### config.mk
export PLATFORM = sky130hd
export DESIGN_NAME = serial_sub_8bit_flat
export DESIGN_NICKNAME = d
export VERILOG_FILES = /design/src/rtl/serial_sub_8bit_if.sv /design/src/rtl/serial_sub_8bit.sv /design/src/flat_wrapper.sv
export SDC_FILE = /design/constraint.sdc
export NUM_CORES = 1
export LEC_CHECK = 0
export ABC_CLOCK_PERIOD_IN_PS = 4700
export CAP_MARGIN = 20
export CORE_MARGIN = 2
export CORE_UTILIZATION = 28
export CTS_CLUSTER_DIAMETER = 150
export DETAILED_ROUTE_END_ITERATION = 12
export PLACE_DENSITY = 0.52
export SKIP_CTS_REPAIR_TIMING = 1
export SLEW_MARGIN = 20
export SYNTH_ARGS = -nofsm -noshare
export SYNTH_HDL_FRONTEND = slang
export SYNTH_SLANG_ARGS = --single-unit
### constraint.sdc
create_clock -name clk -period 4.7 [get_ports clk]
set_input_delay 0.94 -clock clk [delete_from_list [all_inputs] [get_ports clk]]
set_output_delay 0.94 -clock clk [all_outputs]
set_load 0.02 [all_outputs]
### src/rtl/serial_sub_8bit_if.sv
// Handshake and operand/result bundle between a controller and the bit-serial subtractor.
interface serial_sub_8bit_if #(
  parameter int unsigned WIDTH = 8
);
  logic             start;
  logic [WIDTH-1:0] a;
  logic [WIDTH-1:0] b;
  logic             bin;
  logic             busy;
  logic             done;
  logic [WIDTH-1:0] d;
  logic             bo;
  logic             ovf;

  modport master (
    output start, a, b, bin,
    input  busy, done, d, bo, ovf
  );

  modport slave (
    input  start, a, b, bin,
    output busy, done, d, bo, ovf
  );
endinterface

### src/rtl/serial_sub_8bit.sv
// Bit-serial subtractor: D = A - B - BIN, one bit per clock LSB first through a single
// full-subtractor cell with a registered borrow.
module serial_sub_8bit #(
  parameter int unsigned WIDTH = 8
) (
  input  logic              clk,
  input  logic              rst_n,
  serial_sub_8bit_if.slave  bus
);

  localparam int unsigned CNT_W = $clog2(WIDTH);

  typedef enum logic [1:0] {
    S_IDLE  = 2'd0,
    S_SHIFT = 2'd1,
    S_DONE  = 2'd2
  } state_e;

  state_e             state_q, state_d;
  logic [CNT_W-1:0]   cnt_q,   cnt_d;
  logic               br_q,    br_d;
  logic [WIDTH-1:0]   a_q,     a_d;
  logic [WIDTH-1:0]   b_q,     b_d;
  logic [WIDTH-1:0]   res_q,   res_d;
  logic [WIDTH-1:0]   d_q,     d_d;
  logic               bo_q,    bo_d;
  logic               ovf_q,   ovf_d;
  logic               busy_q,  busy_d;
  logic               done_q,  done_d;

  logic               ai_c, bi_c, di_c, br_nxt_c;

  // Full-subtractor cell on the bit selected by the counter.
  always_comb begin
    ai_c     = a_q[cnt_q];
    bi_c     = b_q[cnt_q];
    di_c     = ai_c ^ bi_c ^ br_q;
    br_nxt_c = (~ai_c & bi_c) | (~(ai_c ^ bi_c) & br_q);
  end

  always_comb begin
    state_d = state_q;
    cnt_d   = cnt_q;
    br_d    = br_q;
    a_d     = a_q;
    b_d     = b_q;
    res_d   = res_q;
    d_d     = d_q;
    bo_d    = bo_q;
    ovf_d   = ovf_q;

    unique case (state_q)
      S_IDLE: begin
        if (bus.start) begin
          a_d     = bus.a;
          b_d     = bus.b;
          br_d    = bus.bin;
          cnt_d   = '0;
          res_d   = '0;
          state_d = S_SHIFT;
        end
      end
      S_SHIFT: begin
        res_d = {di_c, res_q[WIDTH-1:1]};
        br_d  = br_nxt_c;
        cnt_d = CNT_W'(cnt_q + 1'b1);
        // Last bit: publish result; overflow uses the captured operand signs.
        if (cnt_q == CNT_W'(WIDTH - 1)) begin
          d_d     = res_d;
          bo_d    = br_nxt_c;
          ovf_d   = (a_q[WIDTH-1] != b_q[WIDTH-1]) && (res_d[WIDTH-1] != a_q[WIDTH-1]);
          state_d = S_DONE;
        end
      end
      S_DONE: begin
        state_d = S_IDLE;
      end
      default: begin
        state_d = S_IDLE;
      end
    endcase

    busy_d = (state_d != S_IDLE);
    done_d = (state_d == S_DONE);
  end

  always_ff @(posedge clk or negedge rst_n) begin
    if (!rst_n) begin
      state_q <= S_IDLE;
      cnt_q   <= '0;
      br_q    <= 1'b0;
      a_q     <= '0;
      b_q     <= '0;
      res_q   <= '0;
      d_q     <= '0;
      bo_q    <= 1'b0;
      ovf_q   <= 1'b0;
      busy_q  <= 1'b0;
      done_q  <= 1'b0;
    end else begin
      state_q <= state_d;
      cnt_q   <= cnt_d;
      br_q    <= br_d;
      a_q     <= a_d;
      b_q     <= b_d;
      res_q   <= res_d;
      d_q     <= d_d;
      bo_q    <= bo_d;
      ovf_q   <= ovf_d;
      busy_q  <= busy_d;
      done_q  <= done_d;
    end
  end

  assign bus.busy = busy_q;
  assign bus.done = done_q;
  assign bus.d    = d_q;
  assign bus.bo   = bo_q;
  assign bus.ovf  = ovf_q;

endmodule

### src/flat_wrapper.sv
// flat-port wrapper written by rule: the top's interface ports become plain ports
module serial_sub_8bit_flat 
#(
  parameter int unsigned WIDTH = 8
)
  (clk, rst_n, bus_start, bus_a, bus_b, bus_bin, bus_busy, bus_done, bus_d, bus_bo, bus_ovf);
  serial_sub_8bit_if #(.WIDTH(WIDTH)) bus_i ();
  input  logic clk;
  input  logic rst_n;
  input wire logic [$bits(bus_i.start)-1:0] bus_start;
  input wire logic [$bits(bus_i.a)-1:0] bus_a;
  input wire logic [$bits(bus_i.b)-1:0] bus_b;
  input wire logic [$bits(bus_i.bin)-1:0] bus_bin;
  output wire logic [$bits(bus_i.busy)-1:0] bus_busy;
  output wire logic [$bits(bus_i.done)-1:0] bus_done;
  output wire logic [$bits(bus_i.d)-1:0] bus_d;
  output wire logic [$bits(bus_i.bo)-1:0] bus_bo;
  output wire logic [$bits(bus_i.ovf)-1:0] bus_ovf;
  assign bus_i.start = bus_start;
  assign bus_i.a = bus_a;
  assign bus_i.b = bus_b;
  assign bus_i.bin = bus_bin;
  assign bus_busy = bus_i.busy;
  assign bus_done = bus_i.done;
  assign bus_d = bus_i.d;
  assign bus_bo = bus_i.bo;
  assign bus_ovf = bus_i.ovf;
  serial_sub_8bit #(.WIDTH(WIDTH)) u_core (.clk(clk), .rst_n(rst_n), .bus(bus_i));
endmodule
Word-level counts from Yosys, hierarchy flattened
Cells that the tools add are included.
W data, S select, Z words.
- $add $sub $neg: 1
- muxes and demuxes: 13
- bitwise logic cells: 7
- order comparisons: 1
- equal/unequal tests: 6
- reduce and logical (&&, ||, !) cells: 7
- operator list (kind ; count):
    $pmux W8 S2 ; 1
    $mux W8 ; 1
    $bmux W1 S3 ; 2
    $pmux W3 S2 ; 1
    $reduce_and A2 Y1 ; 3
    $lt A3 B4 Y1 const B ; 1
    $mux W2 ; 2
    $pmux W2 S2 ; 1
    $reduce_bool A2 Y1 ; 2
    $add A3 B1 Y3 const B ; 1
    $eq A3 B3 Y1 const B ; 1
    $mux W1 ; 3
    $mux W3 ; 1
    $and A1 B1 Y1 ; 2
    $eq A2 B1 Y1 const B ; 1
    $eq A2 B2 Y1 const B ; 1
    $logic_not A2 Y1 ; 1
    $ne A1 B1 Y1 ; 2
    $ne A2 B2 Y1 const B ; 1
    $not A1 Y1 ; 2
    $pmux W1 S2 ; 1
    $xor A1 B1 Y1 ; 2
    $logic_and A1 B1 Y1 ; 1
    $or A1 B1 Y1 ; 1
- output and inout port bits: 12
- bits of input ports: 20
- register bits after elaboration: 42
- word-level logic and storage cells: 46

Logic depth before layout (Yosys ltp)
Gate-level depths: netlist of run 1.
- word-level depth: 7
- gate-level depth with buffers: 7
- depth with buffers taken out: 6

Worst setup path after synthesis of run 1
OpenSTA, ideal clock, no wires.
- kind: register -> register
- start point: reg u_core.cnt_q[0]
- end point: reg u_core.ovf_q, in the netlist u_core.bus.ovf
- path slack: 2.466 ns
- cell stages (with the launch flop): 8
- path buffers: 1
- arrival: 2.106 ns
- period minus slack after synthesis: 2.234 ns
- required time: 4.571 ns
- library setup time: 0.129 ns
- cells stage by stage: dfrtp_1 buf_6 mux4_1 mux2_2 fa_1 and3b_1 a21oi_1 o21ai_0
- word-level cells in the longest chain between the ends: 6
- elaborated cells between the ends (all ways): 10
- classes of those cells: eq/ne (2); mux (4); bitwise (2); reduce/logical (2)
- RTL lines (element ; line ; source):
    start: declaration ; serial_sub_8bit.sv:20 ; logic [CNT_W-1:0] cnt_q, cnt_d;
    start signal: assignment ; serial_sub_8bit.sv:102 ; cnt_q <= cnt_d;
    $bmux W1 S3 (on tied branches) ; serial_sub_8bit.sv:35, serial_sub_8bit.sv:36 ;
    $mux W1 (on tied branches) ; serial_sub_8bit.sv:35, serial_sub_8bit.sv:36 ;
    $xor A1 B1 Y1 (*) (2 in a row) ; serial_sub_8bit.sv:37 ; di_c = ai_c ^ bi_c ^ br_q;
    named net u_core.di_c ; serial_sub_8bit.sv:31 ; logic ai_c, bi_c, di_c, br_nxt_c;
    $ne A1 B1 Y1 (*) ; serial_sub_8bit.sv:71 ; ovf_d = (a_q[WIDTH-1] != b_q[WIDTH-1]) && (res_d[WIDTH-1] != a_q[WIDTH-1]);
    $logic_and A1 B1 Y1 (*) ; serial_sub_8bit.sv:71 ;
    end signal: assignment ; serial_sub_8bit.sv:109 ; ovf_q <= ovf_d;
    end: declaration ; serial_sub_8bit.sv:27 ; logic ovf_q, ovf_d;
Mark *: on every way through the listed nets, which the timed path passes. The rest lies on a longest branch. The select of a mux whose other input is x is not followed.
A chain may end at the register's enable or synchronous reset.

Final worst setup path of run 1
Same ends and word-level chain as after synthesis.

==> qor.csv, run 1 <==
metric,value,unit
portBuffers,31,
clk_latency,290,ps
tns,0,ps
antenna_left,0,
via_per_inst,4.31,
final_cell_area,2220,sq um
gp_congestion,0.695,
crit_required,4850,ps
finalHoldViolCount,0,
area_growth,27.4,%
clk_pin_slew,70,ps
die_height,82.9,um
ys_warn_count,0,
firstDrtPassIters,4,
power_density,681,nW/um^2
track_usage,10.0,%
cts_buffers,5,
clkSinkCount,41,
fin_nets,215,
place_hpwl,2.14,mm
io-pin-count,32,
overflow,0,
synth_nets,185,
setup_violations,0,
worstRegToRegCells,6,
drc,0,
grt_max_degree,42,
endpoint_kind,flop,
start_kind,flop,
fp.dieArea,6870,sq um
fmax,413,MHz
dp.cells,260,
antenna_found_initial,0,
seq_area_frac_synth,58.9,%
drt_iter0_markers,36,
start_util,29.3,%
htreeDepth,2,
grt_first_pass_wirelength,5.53,mm
relSlewSlack,38.7,%
r2r-start,u_core.cnt_q[0],
final_common_cell,nand2_1,
dpl_cell_area,2100,sq um
drive_above_1_share,9.33,%
leakage,1.08,nW
syn_inst,162,
mostFrequentLayoutCells,"70 x nand2_1, 41 x dfrtp_1, 30 x clkdlybuf4s50_1",
core,5960,sq um
cts_buffer_depth,2,
whs_endpoint,u_core.b_q[2],
fin_crit_sh,51.5,%
yosysUniqueCellTypes,22,
grt_pass1_vias,1183,
finalMaxSlewViolations,0,
avgSynthCellArea,10.8,sq um
rsz0062_at_grt,false,
hold_class,flop to flop,
outcome,"complete, no violations",
root_buffer,clkbuf_8,
r2r_end,u_core.bus.ovf,
whs,473,ps
maxCapViolations,0,
worstPathArrival,2570,ps
syn_area,1740,sq um
cts_tree,yes,
critPathMaxFanout,7,
ys_seq_elements,41,
ff2ff_setup_slack,2280,ps
rows,28,
setup.worst_path.class,flop to flop,
worstMarginPinSlew,920,ps
worstHoldStart,u_core.b_q[2],
design_power_total,1.51,mW
irDropWorstVdd,0.252,mV
chipWidth,82.9,um
layout.cells.non_filler,268,
vias,1156,
antenna_cells,0,
layout_min_cycle_time,2420,ps
min_path_cells,2,
clock_skew,4.24,ps
wirelength,3.22,mm
routedWlPerCell,12.0,um
[cells by family after synthesis]
logic type	Yosys count	share of synthesized area (%)
mux	14	12.4
compound gates	6	1.94
simple gates	87	21.0
flops	41	58.9
buf+inv	11	3.16
fa+ha+maj	3	2.58
[metal layers]
| layer | vias to the layer above | GRT usage, % | part of all wire [%] |
|---|---|---|---|
| met2 | 29 | 15.4 | 46 |
| met5 | - | 0 | 0 |
| li1 | 593 | - | - |
| met1 | 526 | 13.2 | 47 |
| met4 | 0 | 4.02 | 1.8 |
| met3 | 8 | 3.08 | 4.8 |
[final cells by class]
class / instances / area, sq um
fillers: 628 / 3730
flip-flops and latches: 41 / 1030
multi-input cells: 110 / 668
repair buffers: 31 / 305
well taps: 75 / 93.8
clock buffers: 7 / 86.3
clock inverters: 1 / 30.0
inverters: 3 / 11.3
[sequential cells by signal, summed over array words and instances (netlist names)]
signal,count
u_core.bus.d,8
u_core.cnt_q,3
u_core.bus.ovf,1
u_core.bus.done,1
u_core.bus.busy,1
u_core.state_q,2
u_core.br_q,1
u_core.a_q,8
u_core.bus.bo,1
u_core.b_q,8
u_core.res_q,7
[synthesized netlist by cell type, drive strengths merged]
cell type,instances,area (sq um)
and3b,1,8.76
or3b,1,8.76
mux4,4,105
o221ai,1,8.76
nand3b,1,7.51
mux2i,1,10.0
o21ai,4,20.0
nor2b,1,6.26
nor3b,1,12.5
a21oi,1,5.00
nand3,10,50.1
ha,2,25.0
dfrtp,41,1030
buf,6,36.3
fa,1,20.0
nand2,70,263
nand2b,1,6.26
mux2,9,101
nor2,1,3.75
inv,3,11.3
clkbuf,2,7.51
[where the power goes]
group	internal [mW]	switching, mW	leakage [nW]
Clock	0.173	0.116	0.0585
Combinational	0.299	0.303	0.513
Sequential	0.514	0.108	0.507
[worst max path at each step]
stage | start | endpoint | slack, ps
3_5_place_dp | bus_start | u_core.br_q | 2030
6_report | u_core.cnt_q[0] | u_core.bus.ovf | 2280
2_1_floorplan | u_core.cnt_q[0] | u_core.bus.ovf | 2470
3_3_place_gp | bus_start | u_core.br_q | 2060
4_1_cts | u_core.cnt_q[0] | u_core.bus.ovf | 2270
5_1_grt | u_core.cnt_q[0] | u_core.bus.ovf | 2130
[critical path, cell delays in order (launching register included)]
cell and delay [ps]:
dfrtp_1 520, mux4_1 580, mux2_2 290, fa_1 510, and3b_1 200, a21oi_1 110, o21ai_0 80
[per-stage QoR]
step / utilization [%] / setup slack [ps]
after floorplan: - / 2470
after global placement: 35.2 / 2060
after detailed placement: 35.2 / 2030
after CTS: 37.2 / 2270
after global routing: 37.3 / 2130
final: 37.3 / 2280
(Power assumes the default switching activity.)
==> run 2: changes to the inputs <==
- ABC_CLOCK_PERIOD_IN_PS: 4700 -> 2300
- clock period: 4.7 -> 2.3 ns (I/O delays scaled with it)
==> run 2 against run 1 <==
Clock-buffer cell count grew 1. Clock skew shrank 1.2 ps. Hold slack lost 450 ps. Worst setup slack lost 2200 ps. Largest cell class unchanged. Power grew 100%. Sequential cell count is the same. First-iteration DRC count shrank 25%.
==> qor.csv, run 2 (synthesis results as in run 1) <==
metric,value,unit
clk_pin_slew,70,ps
gp_congestion,0.692,
setup.worst_path.class,flop to flop,
worstRegToRegCells,7,
via_per_inst,4.51,
wirelength,3.43,mm
leakage,1.08,nW
antenna_found_initial,0,
clk_latency,290,ps
pre_cts_ws,-11.4,ps
grt_pass1_vias,1225,
fp.dieArea,6870,sq um
critPathMaxFanout,4,
start_kind,flop,
mostFrequentLayoutCells,"70 x nand2_1, 40 x dfrtp_1, 30 x clkdlybuf4s50_1",
place_hpwl,2.48,mm
cts_buffer_depth,2,
die_height,82.9,um
worstMarginPinSlew,677,ps
fin_crit_sh,95.4,%
overflow,0,
outcome,"complete, no violations",
relSlewSlack,54.8,%
clock_skew,3.07,ps
endpoint_kind,flop,
portBuffers,31,
irDropWorstVdd,0.487,mV
rows,28,
cts_buffers,5,
finalHoldViolCount,0,
antenna_cells,0,
vias,1249,
start_util,29.3,%
r2r-start,u_core.cnt_q[0],
finalMaxSlewViolations,0,
drc,0,
ff2ff_setup_slack,110,ps
track_usage,10.5,%
antenna_left,0,
dpl_cell_area,2170,sq um
cts_tree,yes,
r2r_end,u_core.bus.ovf,
setup_violations,0,
drt_iter0_markers,27,
fmax,456,MHz
grt_max_degree,21,
worstPathArrival,2370,ps
area_growth,28.7,%
fin_nets,224,
maxCapViolations,0,
grt_first_pass_wirelength,5.73,mm
root_buffer,clkbuf_8,
firstDrtPassIters,4,
layout_min_cycle_time,2190,ps
crit_required,2480,ps
hold_class,primary input to asynchronous set/reset pin,
power_density,1370,nW/um^2
setup_slack,107,ps
final_cell_area,2240,sq um
core,5960,sq um
chipWidth,82.9,um
htreeDepth,2,
final_common_cell,nand2_1,
drive_above_1_share,15.8,%
clkSinkCount,41,
io-pin-count,32,
routedWlPerCell,12.4,um
==> run 2: changes by cell type in the layout (fill, tap and decap cells not counted), moves of 2 or more <==
cell | previous run | this run
mux4_1 | 4 | 0
clkbuf_1 | 1 | 3
buf_4 | 0 | 8
mux4_2 | 0 | 4
==> run 2: area by class of cell <==
cell class	instances	area, sq um
Sequential cell	41	1030
Tap cell	75	93.8
Inverter	3	11.3
Timing Repair Buffer	40	377
Multi-Input combinational cell	110	654
Fill cell	619	3710
Clock buffer	8	80.1
==> run 2: metal layers <==
layer | up-vias | GRT usage, % | part of all wire, %
met4 | 0 | 4.17 | 1.7
met5 | - | 0 | 0
met3 | 8 | 3.48 | 5.2
met2 | 35 | 16.1 | 45
met1 | 599 | 13.6 | 48
li1 | 607 | - | -
==> run 2: per-stage QoR <==
step	util (%)	TNS, ps	power, mW	hold slack [ps]	instances
4_1_cts	37.7	-16.5	3.05	21.1	277
5_1_grt	37.7	-5.59	3.34	23.4	277
3_3_place_gp	36.4	0	2.57	333	269
3_5_place_dp	36.4	-11.4	2.60	334	269
2_1_floorplan	-	0	2.13	164	162
6_report	37.7	0	3.08	18.9	277
==> run 2: power by group <==
group | internal, mW | leakage (nW) | total (mW) | switching (mW)
logic | 0.685 | 0.535 | 1.36 | 0.671
clock network | 0.216 | 0.0395 | 0.444 | 0.229
registers | 1.05 | 0.506 | 1.28 | 0.225
total | 1.96 | 1.08 | 3.08 | 1.12
==> run 2: critical path, stage by stage (launching register included) <==
cell     delay, ps
dfrtp_2        420
buf_6          120
mux4_2         500
mux2i_2        200
fa_1           490
and3b_1        200
a21oi_2         90
o21ai_1         60
==> run 2: worst max-delay path by stage <==
stage | cells past startpoint | from | slack (ps) | end
5_1_grt | 7 | u_core.cnt_q[0] | -6 | u_core.bus.ovf
3_3_place_gp | 7 | u_core.cnt_q[0] | 80 | u_core.bus.ovf
3_5_place_dp | 7 | u_core.cnt_q[0] | -10 | u_core.bus.ovf
4_1_cts | 7 | u_core.cnt_q[0] | -20 | u_core.bus.ovf
2_1_floorplan | 7 | u_core.cnt_q[0] | 70 | u_core.bus.ovf
6_report | 7 | u_core.cnt_q[0] | 110 | u_core.bus.ovf
